### src/rtl/router_pkt_tx.sv
// router_pkt_tx: store-and-forward packet source for the router input port.
// A legal request (dest, len) first buffers len payload bytes. It then emits
// a header {len,dest}, the payload and a trailing parity byte on
// pkt_valid/data_out, stalling on busy. After the parity byte it idles for
// GAP cycles before the next request is accepted.
module router_pkt_tx #(
  parameter int MAX_LEN = 63,
  parameter int GAP     = 2
) (
  input  logic       clock,
  input  logic       resetn,
  input  logic       start,
  input  logic [1:0] dest,
  input  logic [5:0] len,
  output logic       tx_ready,
  input  logic [7:0] pl_data,
  input  logic       pl_valid,
  output logic       pl_ready,
  input  logic       busy,
  output logic       pkt_valid,
  output logic [7:0] data_out,
  output logic       done,
  output logic       err
);

  typedef enum logic [2:0] {
    S_IDLE,
    S_LOAD,
    S_HEADER,
    S_PAYLOAD,
    S_PARITY,
    S_GAP
  } state_t;

  // One bit wider than len so the upper-bound check is not constant by width
  localparam logic [6:0] MAX_LEN_W = 7'(MAX_LEN);

  state_t     state, state_n;
  logic [1:0] dest_q, dest_n;
  logic [5:0] len_q, len_n;
  logic [5:0] wr_cnt, wr_cnt_n;
  logic [5:0] rd_cnt, rd_cnt_n;
  logic [7:0] parity, parity_n;
  logic [7:0] data_q, data_n;
  logic       valid_q, valid_n;
  logic       done_q, done_n;
  logic       err_q, err_n;
  logic [7:0] gap_cnt, gap_cnt_n;

  logic [7:0] buf_mem [0:MAX_LEN-1];

  logic illegal_req;
  logic pl_fire;

  assign illegal_req = (dest == 2'b11) || (len == 6'd0) || ({1'b0, len} > MAX_LEN_W);
  assign pl_fire     = (state == S_LOAD) && pl_valid;

  assign tx_ready  = (state == S_IDLE);
  assign pl_ready  = (state == S_LOAD);
  assign pkt_valid = valid_q;
  assign data_out  = data_q;
  assign done      = done_q;
  assign err       = err_q;

  // Payload buffer: contents are don't-care after reset, so no reset here
  always_ff @(posedge clock) begin
    if (pl_fire) buf_mem[wr_cnt] <= pl_data;
  end

  // State and output registers; reset aborts any packet in flight
  always_ff @(posedge clock or negedge resetn) begin
    if (!resetn) begin
      state   <= S_IDLE;
      dest_q  <= 2'd0;
      len_q   <= 6'd0;
      wr_cnt  <= 6'd0;
      rd_cnt  <= 6'd0;
      parity  <= 8'd0;
      data_q  <= 8'd0;
      valid_q <= 1'b0;
      done_q  <= 1'b0;
      err_q   <= 1'b0;
      gap_cnt <= 8'd0;
    end else begin
      state   <= state_n;
      dest_q  <= dest_n;
      len_q   <= len_n;
      wr_cnt  <= wr_cnt_n;
      rd_cnt  <= rd_cnt_n;
      parity  <= parity_n;
      data_q  <= data_n;
      valid_q <= valid_n;
      done_q  <= done_n;
      err_q   <= err_n;
      gap_cnt <= gap_cnt_n;
    end
  end

  // Next-state logic; a byte on data_out only advances when busy is low
  always_comb begin
    state_n   = state;
    dest_n    = dest_q;
    len_n     = len_q;
    wr_cnt_n  = wr_cnt;
    rd_cnt_n  = rd_cnt;
    parity_n  = parity;
    data_n    = data_q;
    valid_n   = valid_q;
    done_n    = 1'b0;
    err_n     = 1'b0;
    gap_cnt_n = gap_cnt;
    case (state)
      S_IDLE: begin
        if (start) begin
          if (illegal_req) begin
            err_n = 1'b1;
          end else begin
            dest_n   = dest;
            len_n    = len;
            wr_cnt_n = 6'd0;
            state_n  = S_LOAD;
          end
        end
      end
      S_LOAD: begin
        if (pl_valid) begin
          wr_cnt_n = wr_cnt + 6'd1;
          if (wr_cnt == len_q - 6'd1) begin
            data_n   = {len_q, dest_q};
            parity_n = {len_q, dest_q};
            valid_n  = 1'b1;
            state_n  = S_HEADER;
          end
        end
      end
      S_HEADER: begin
        if (!busy) begin
          data_n   = buf_mem[0];
          rd_cnt_n = 6'd1;
          state_n  = S_PAYLOAD;
        end
      end
      S_PAYLOAD: begin
        if (!busy) begin
          parity_n = parity ^ data_q;
          if (rd_cnt < len_q) begin
            data_n   = buf_mem[rd_cnt];
            rd_cnt_n = rd_cnt + 6'd1;
          end else begin
            valid_n = 1'b0;
            data_n  = parity ^ data_q;
            state_n = S_PARITY;
          end
        end
      end
      S_PARITY: begin
        if (!busy) begin
          data_n    = 8'd0;
          done_n    = 1'b1;
          gap_cnt_n = 8'(GAP);
          state_n   = S_GAP;
        end
      end
      S_GAP: begin
        if (gap_cnt <= 8'd1) begin
          state_n = S_IDLE;
        end else begin
          gap_cnt_n = gap_cnt - 8'd1;
        end
      end
      default: state_n = S_IDLE;
    endcase
  end

endmodule
### config.mk
export PLATFORM = sky130hd
export DESIGN_NAME = router_pkt_tx
export DESIGN_NICKNAME = d
export VERILOG_FILES = /design/src/rtl/router_pkt_tx.sv
export SDC_FILE = /design/constraint.sdc
export NUM_CORES = 1
export LEC_CHECK = 0
export ABC_CLOCK_PERIOD_IN_PS = 3200
export CORE_MARGIN = 3
export CORE_UTILIZATION = 40
export DETAILED_ROUTE_END_ITERATION = 7
export DONT_BUFFER_PORTS = 1
export GPL_TIMING_DRIVEN = 1
export HOLD_SLACK_MARGIN = 0.02
export PLACE_DENSITY_LB_ADDON = 0.25
export SETUP_SLACK_MARGIN = 0.1
export SYNTH_ARGS = -nofsm -noshare
export SYNTH_HDL_FRONTEND = slang
export SYNTH_SLANG_ARGS = --single-unit
### constraint.sdc
create_clock -name clock -period 3.2 [get_ports clock]
set_clock_uncertainty 0.1 [all_clocks]
set_input_delay 0.8 -clock clock [delete_from_list [all_inputs] [get_ports clock]]
set_output_delay 0.8 -clock clock [all_outputs]
set_load 0.01 [all_outputs]
Yosys cells after proc, flatten, opt, wreduce, memory -nomap -nowiden
Memories as Yosys holds them, arrays and structs flattened.
Index checks and enable logic that the tools add are counted.
Operators by class
  $add $sub $neg: 4
  magnitude comparators: 2
  eq/ne operators: 18
  multiplexer cells: 42
  bitwise operators: 2
  reduce and logical (&&, ||, !) cells: 17
Operators by type and width (number)
  $mux W8: 9
  $mux W6: 6
  $pmux W8 S2: 2
  $pmux W8 S4: 1
  $mux W3: 9
  $pmux W6 S2: 2
  $ne A2 B2 Y1 const B: 10
  $pmux W3 S6: 1
  $add A6 B1 Y6 const B: 2
  $reduce_and A4 Y1: 3
  $mux W1: 11
  $reduce_and A9 Y1: 1
  $le A8 B1 Y1 const B: 1
  $reduce_bool A2 Y1: 4
  $sub A8 B1 Y8 const B: 1
  $xor A8 B8 Y8: 1
  $eq A3 B2 Y1 const B: 2
  $eq A3 B3 Y1 const B: 2
  $eq A6 B6 Y1: 1
  $logic_not A6 Y1: 1
  $lt A6 B6 Y1: 1
  $reduce_and A3 Y1: 2
  $reduce_and A6 Y1: 1
  $sub A6 B1 Y6 const B: 1
  other kinds (10): 10
Word-level totals
  register bits after elaboration: 50
  RAM bits: 504
  bits of input ports: 21
  output and inout bits: 13
  logic and storage cells: 97
  memories: 1
Memory list
  buf_mem: depth 63, bits a word 8, read ports 2, clocked after Yosys merged registers in 0, write ports 1, line 50  | logic [7:0] buf_mem [0:MAX_LEN-1];

Logic depth before layout (Yosys ltp)
  depth in word-level cells: 5
  depth in mapped cells: 11
  gate-level depth less buffers: 9

Worst setup path after synthesis
No wires, ideal clock.
  kind: register to register
  start: reg state[1]
  end: mem buf_mem[46][0], enable pin
  setup time: 370 ps
  arrival time: 2084 ps
  data required time: 2730 ps
  slack: 646 ps
  cell stages (with the launch flop): 8
  path buffers: 1
  clock period less this slack: 2554 ps
  path through: dfrtp_1 clkbuf_1 or3_1 inv_1 nand2_1 nor2_1 nand3_1 nor2_1
On the way
  longest elaborated chain between the ends: 4
Ends and longest elaborated chain
  start, declared: line 38  | state_t state, state_n;
  start signal, assigned: line 85  | state <= state_n;
  $eq A3 B1 Y1
  named net pl_ready: line 18  | output logic pl_ready,
  $logic_and A1 B1 Y1: line 56  | assign pl_fire = (state == S_LOAD) && pl_valid;
  $mux W1: line 67  | if (pl_fire) buf_mem[wr_cnt] <= pl_data;
  $mux W1 (not written as such): line 67
  end, declared: line 50
The timed path passes the listed nets, and every way through them passes these cells.

Worst setup path in the final report
  start: reg rd_cnt[0]
  end: reg data_q[1], in the netlist data_out[1]
On the way
  longest elaborated chain between the ends: 4
  elaborated cells between the ends (all ways): 5
  those cells by class: 1 x order compare; 3 x mux; 1 x memory
Ends and longest elaborated chain
  start, declared: line 42  | logic [5:0] rd_cnt, rd_cnt_n;
  start signal, assigned: line 89  | rd_cnt <= rd_cnt_n;
  $mem_v2 Z63 W8 / $lt A6 B6 Y1 (equally long branches)
  $mux W8 (*): line 146  | if (rd_cnt < len_q) begin
  $mux W8 (*): line 144  | if (!busy) begin
  $pmux W8 S4 (*): line 112  | case (state)
  end signal, assigned: line 91  | data_q <= data_n;
  end, declared: line 44  | logic [7:0] data_q, data_n;
Mark *: on every way between the ends. The rest lies on a longest branch, timed or not. The select of a mux whose other input is x is not followed.
A chain may end at the register's enable or synchronous reset.

==> results.py <==
metrics = {
    "pwr": {
        "p_per_area_nw_per_um2": 772,
        "leakagePower_uw": 0.00902,
        "vdd_ir_drop_max_mv": 0.530,
    },
    "global_routing": {
        "grt_pass1_vias": 12742,
        "grt_max_degree": 64,
        "grt_overflow": 0,
        "grt_pass1_wl_mm": 86.5,
        "antenna_found_initial": 1,
        "grt_use_total_pct": 19.6,
    },
    "clocking": {
        "cts_tree": "yes",
        "clk_pin_slew_ns": 0.06,
        "h-tree-depth": 2,
        "clock-root-buffer": "clkbuf_16",
        "post_cts_resize_count": 0,
        "cts_buffers": 56,
        "clockBufferDepth": 3,
        "clock_latency_ns": 0.61,
        "cts_num_sinks": 554,
    },
    "placement": {
        "dp_hpwl_mm": 37.0,
        "detailed_place.area_um2": 24400,
        "gp_congestion": 0.841,
        "pre_cts_ws_ns": 0.270,
        "port_buffers": 0,
        "placed_cells_incl_taps": 2157,
    },
    "timing": {
        "setup_viol": 0,
        "relSlewSlack_pct": 50.5,
        "period_share_pct": 91.9,
        "finalHoldViolations": 0,
        "report.final.slew_viol_count": 0,
        "rsz0062_at_grt": "false",
        "fmax_ghz": 0.340,
        "tns_ns": 0,
        "tightestPinTransition_ns": 0.735,
        "period_needed_ns": 2.94,
        "fin_ws_ns": 0.259,
    },
    "cells_and_area": {
        "finalNonFillerCells": 2265,
        "multi_input_area_um2": 5890,
        "nFillCells": 4755,
        "fin_nets": 1500,
        "fin_util_pct": 47.2,
        "n_antenna_cell": 0,
        "drive_gt1_share_pct": 21.6,
        "area_growth_syn_to_layout_pct": 15.5,
        "fin_area_um2": 26300,
        "seqCellArea_um2": 16400,
    },
    "worst_setup_path": {
        "r2r_setup_slack_ns": 0.26,
        "start_kind": "register",
        "cp_data_required_time_ns": 3.57,
        "end_kind": "register",
        "cp_max_fo": 31,
        "cp.arrival_ns": 3.31,
        "critPathKind": "reg2reg",
    },
    "yosys": {
        "yosysTopAreaCell": "edfxtp_1",
        "yosysWarnings": 0,
        "syn_area_um2": 22700,
        "yosysSeqAreaShare_pct": 72.1,
        "synth-seq-cells": 554,
        "netlist_top_cells_count": "edfxtp_1, nor2_1, nand2_1, mux4_2, mux2i_1",
        "syn-num-nets": 1380,
        "synth_flop_cell": "edfxtp_1",
        "yosys.area.top_type_share_pct": 66.6,
        "synth_compound_area_share_pct": 6.33,
        "synth_xor_area_share_pct": 0.887,
        "synth.avg_cell_area_um2": 16.8,
        "muxShareOfSynthArea_pct": 12.4,
        "yosysMostFrequentCell": "edfxtp_1",
        "synth_area_leaders": "edfxtp_1, mux4_2, dfrtp_1",
        "post_synth_and_or_nand_nor_area_fraction_pct": 5.74,
        "synth_edf_count": 504,
        "synthAdderAreaFrac_pct": 0.551,
        "synthCells": 1349,
        "synth_top_family_by_area": "multiplexers",
        "synth_cell_types": 64,
        "ys_async_sr_fraction_pct": 9.03,
    },
    "floorplanning": {
        "die-width_um": 244,
        "rows": 86,
        "ios": 34,
        "dieArea_um2": 59700,
        "core_um2": 55600,
        "start_util_pct": 40.8,
        "die_h_um": 244,
    },
    "detailed_routing": {
        "drt_first_pass_iters": 5,
        "drc": 0,
        "postRouteAntennaNets": 0,
        "vias": 12706,
        "drtIter0Drc": 1326,
        "drt-total-wl_mm": 57.9,
        "via_per_inst": 5.61,
        "wl_per_cell_um": 25.6,
    },
    "min_path": {
        "hold_path_class": "in2reg",
    },
    "run": {
        "maxCapViolations": 0,
    },
    "outcome": {
        "status": "completed",
    },
}
## where the power goes
part           internal, uW  switching [uW]  total (uW)  leakage, uW
clock                  3730            2700        6430     0.000876
sequential             8170             471        8640      0.00514
combinational          2160            3020        5180      0.00300
## sequential cells by signal, indices dropped and copies added (netlist names)
signal	cells
buf_mem	504
data_out	8
gap_cnt	8
parity	8
len_q	6
rd_cnt	6
wr_cnt	6
state	3
dest_q	2
done	1
err	1
pkt_valid	1
## layout by cell type (no fill, tap or decap), drive strengths merged, types with 12 or more instances in the layout
| cell type | count |
|---|---|
| a22oi | 12 |
| nand3 | 23 |
| edfxtp | 504 |
| dfrtp | 50 |
| inv | 15 |
| nor2 | 101 |
| a21oi | 57 |
| clkinv | 26 |
| mux4 | 91 |
| buf | 138 |
| o21ai | 43 |
| a211oi | 16 |
| xor2 | 13 |
| mux2i | 73 |
| nand2 | 99 |
| a31oi | 13 |
| clkbuf | 73 |
## per-stage QoR
stage	total power, uW	hold slack (ns)
after global placement	13900	0.407
after global routing	21100	0.150
after detailed placement	13900	0.406
after floorplan	12000	0.363
final	20300	0.185
after CTS	20400	0.150
## critical path: stages, from the launching register on
cell and delay, ns:
dfrtp_4 0.68, buf_12 0.32, mux4_2 0.54, a22o_1 0.24
a211oi_1 0.32, a311oi_1 0.12, o21ai_0 0.31, a311oi_1 0.15
## layer usage
metal	track usage, %	up-vias	part of all wire (%)
met5	0	-	0
met4	5.31	0	2.5
met3	4.28	84	8.4
met2	29.0	493	45
met1	29.3	6543	45
li1	-	5586	-
## final timing paths
| check | from | to | cells past startpoint |
|---|---|---|---|
| max in group asynchronous | resetn | rd_cnt[1]$_DFFE_PN0P_ | 2 |
| setup reg to reg | rd_cnt[0]$_DFFE_PN0P_ | data_out[1]$_DFFE_PN0P_ | 7 |
| hold / removal | pl_data[7] | buf_mem[32][7]$_DFFE_PP_ | 0 |
| min in group asynchronous | resetn | parity[2]$_DFFE_PN0P_ | 2 |
| hold reg to reg | gap_cnt[6]$_DFFE_PN0P_ | gap_cnt[6]$_DFFE_PN0P_ | 2 |
| setup / recovery | rd_cnt[0]$_DFFE_PN0P_ | data_out[1]$_DFFE_PN0P_ | 7 |
## timing repair
action	4_1_cts	5_1_grt
setup buffers	0	0
hold endpoints to repair	50	0
hold buffers	2	0
## layout make-up
cell class / instances / area share [%]
Clock buffer: 73 / 5.62
Clock inverter: 33 / 1.26
Inverter: 15 / 0.214
Multi-Input combinational cell: 703 / 22.5
Sequential cell: 554 / 62.4
Tap cell: 748 / 3.56
Timing Repair Buffer: 139 / 4.44
## cells by family (layout without fill, tap and decap cells)
group / count (synthesis) / count (layout)
muxes: 168 / 168
AOI/OAI and AO/OA: 212 / 212
and+or+nand+nor: 290 / 290
adders and majority gates: 10 / 10
DFF: 554 / 554
xor gates and xnor gates: 23 / 23
buffers and inverters: 92 / 260
Note: power is estimated with default switching activity, not from simulation.
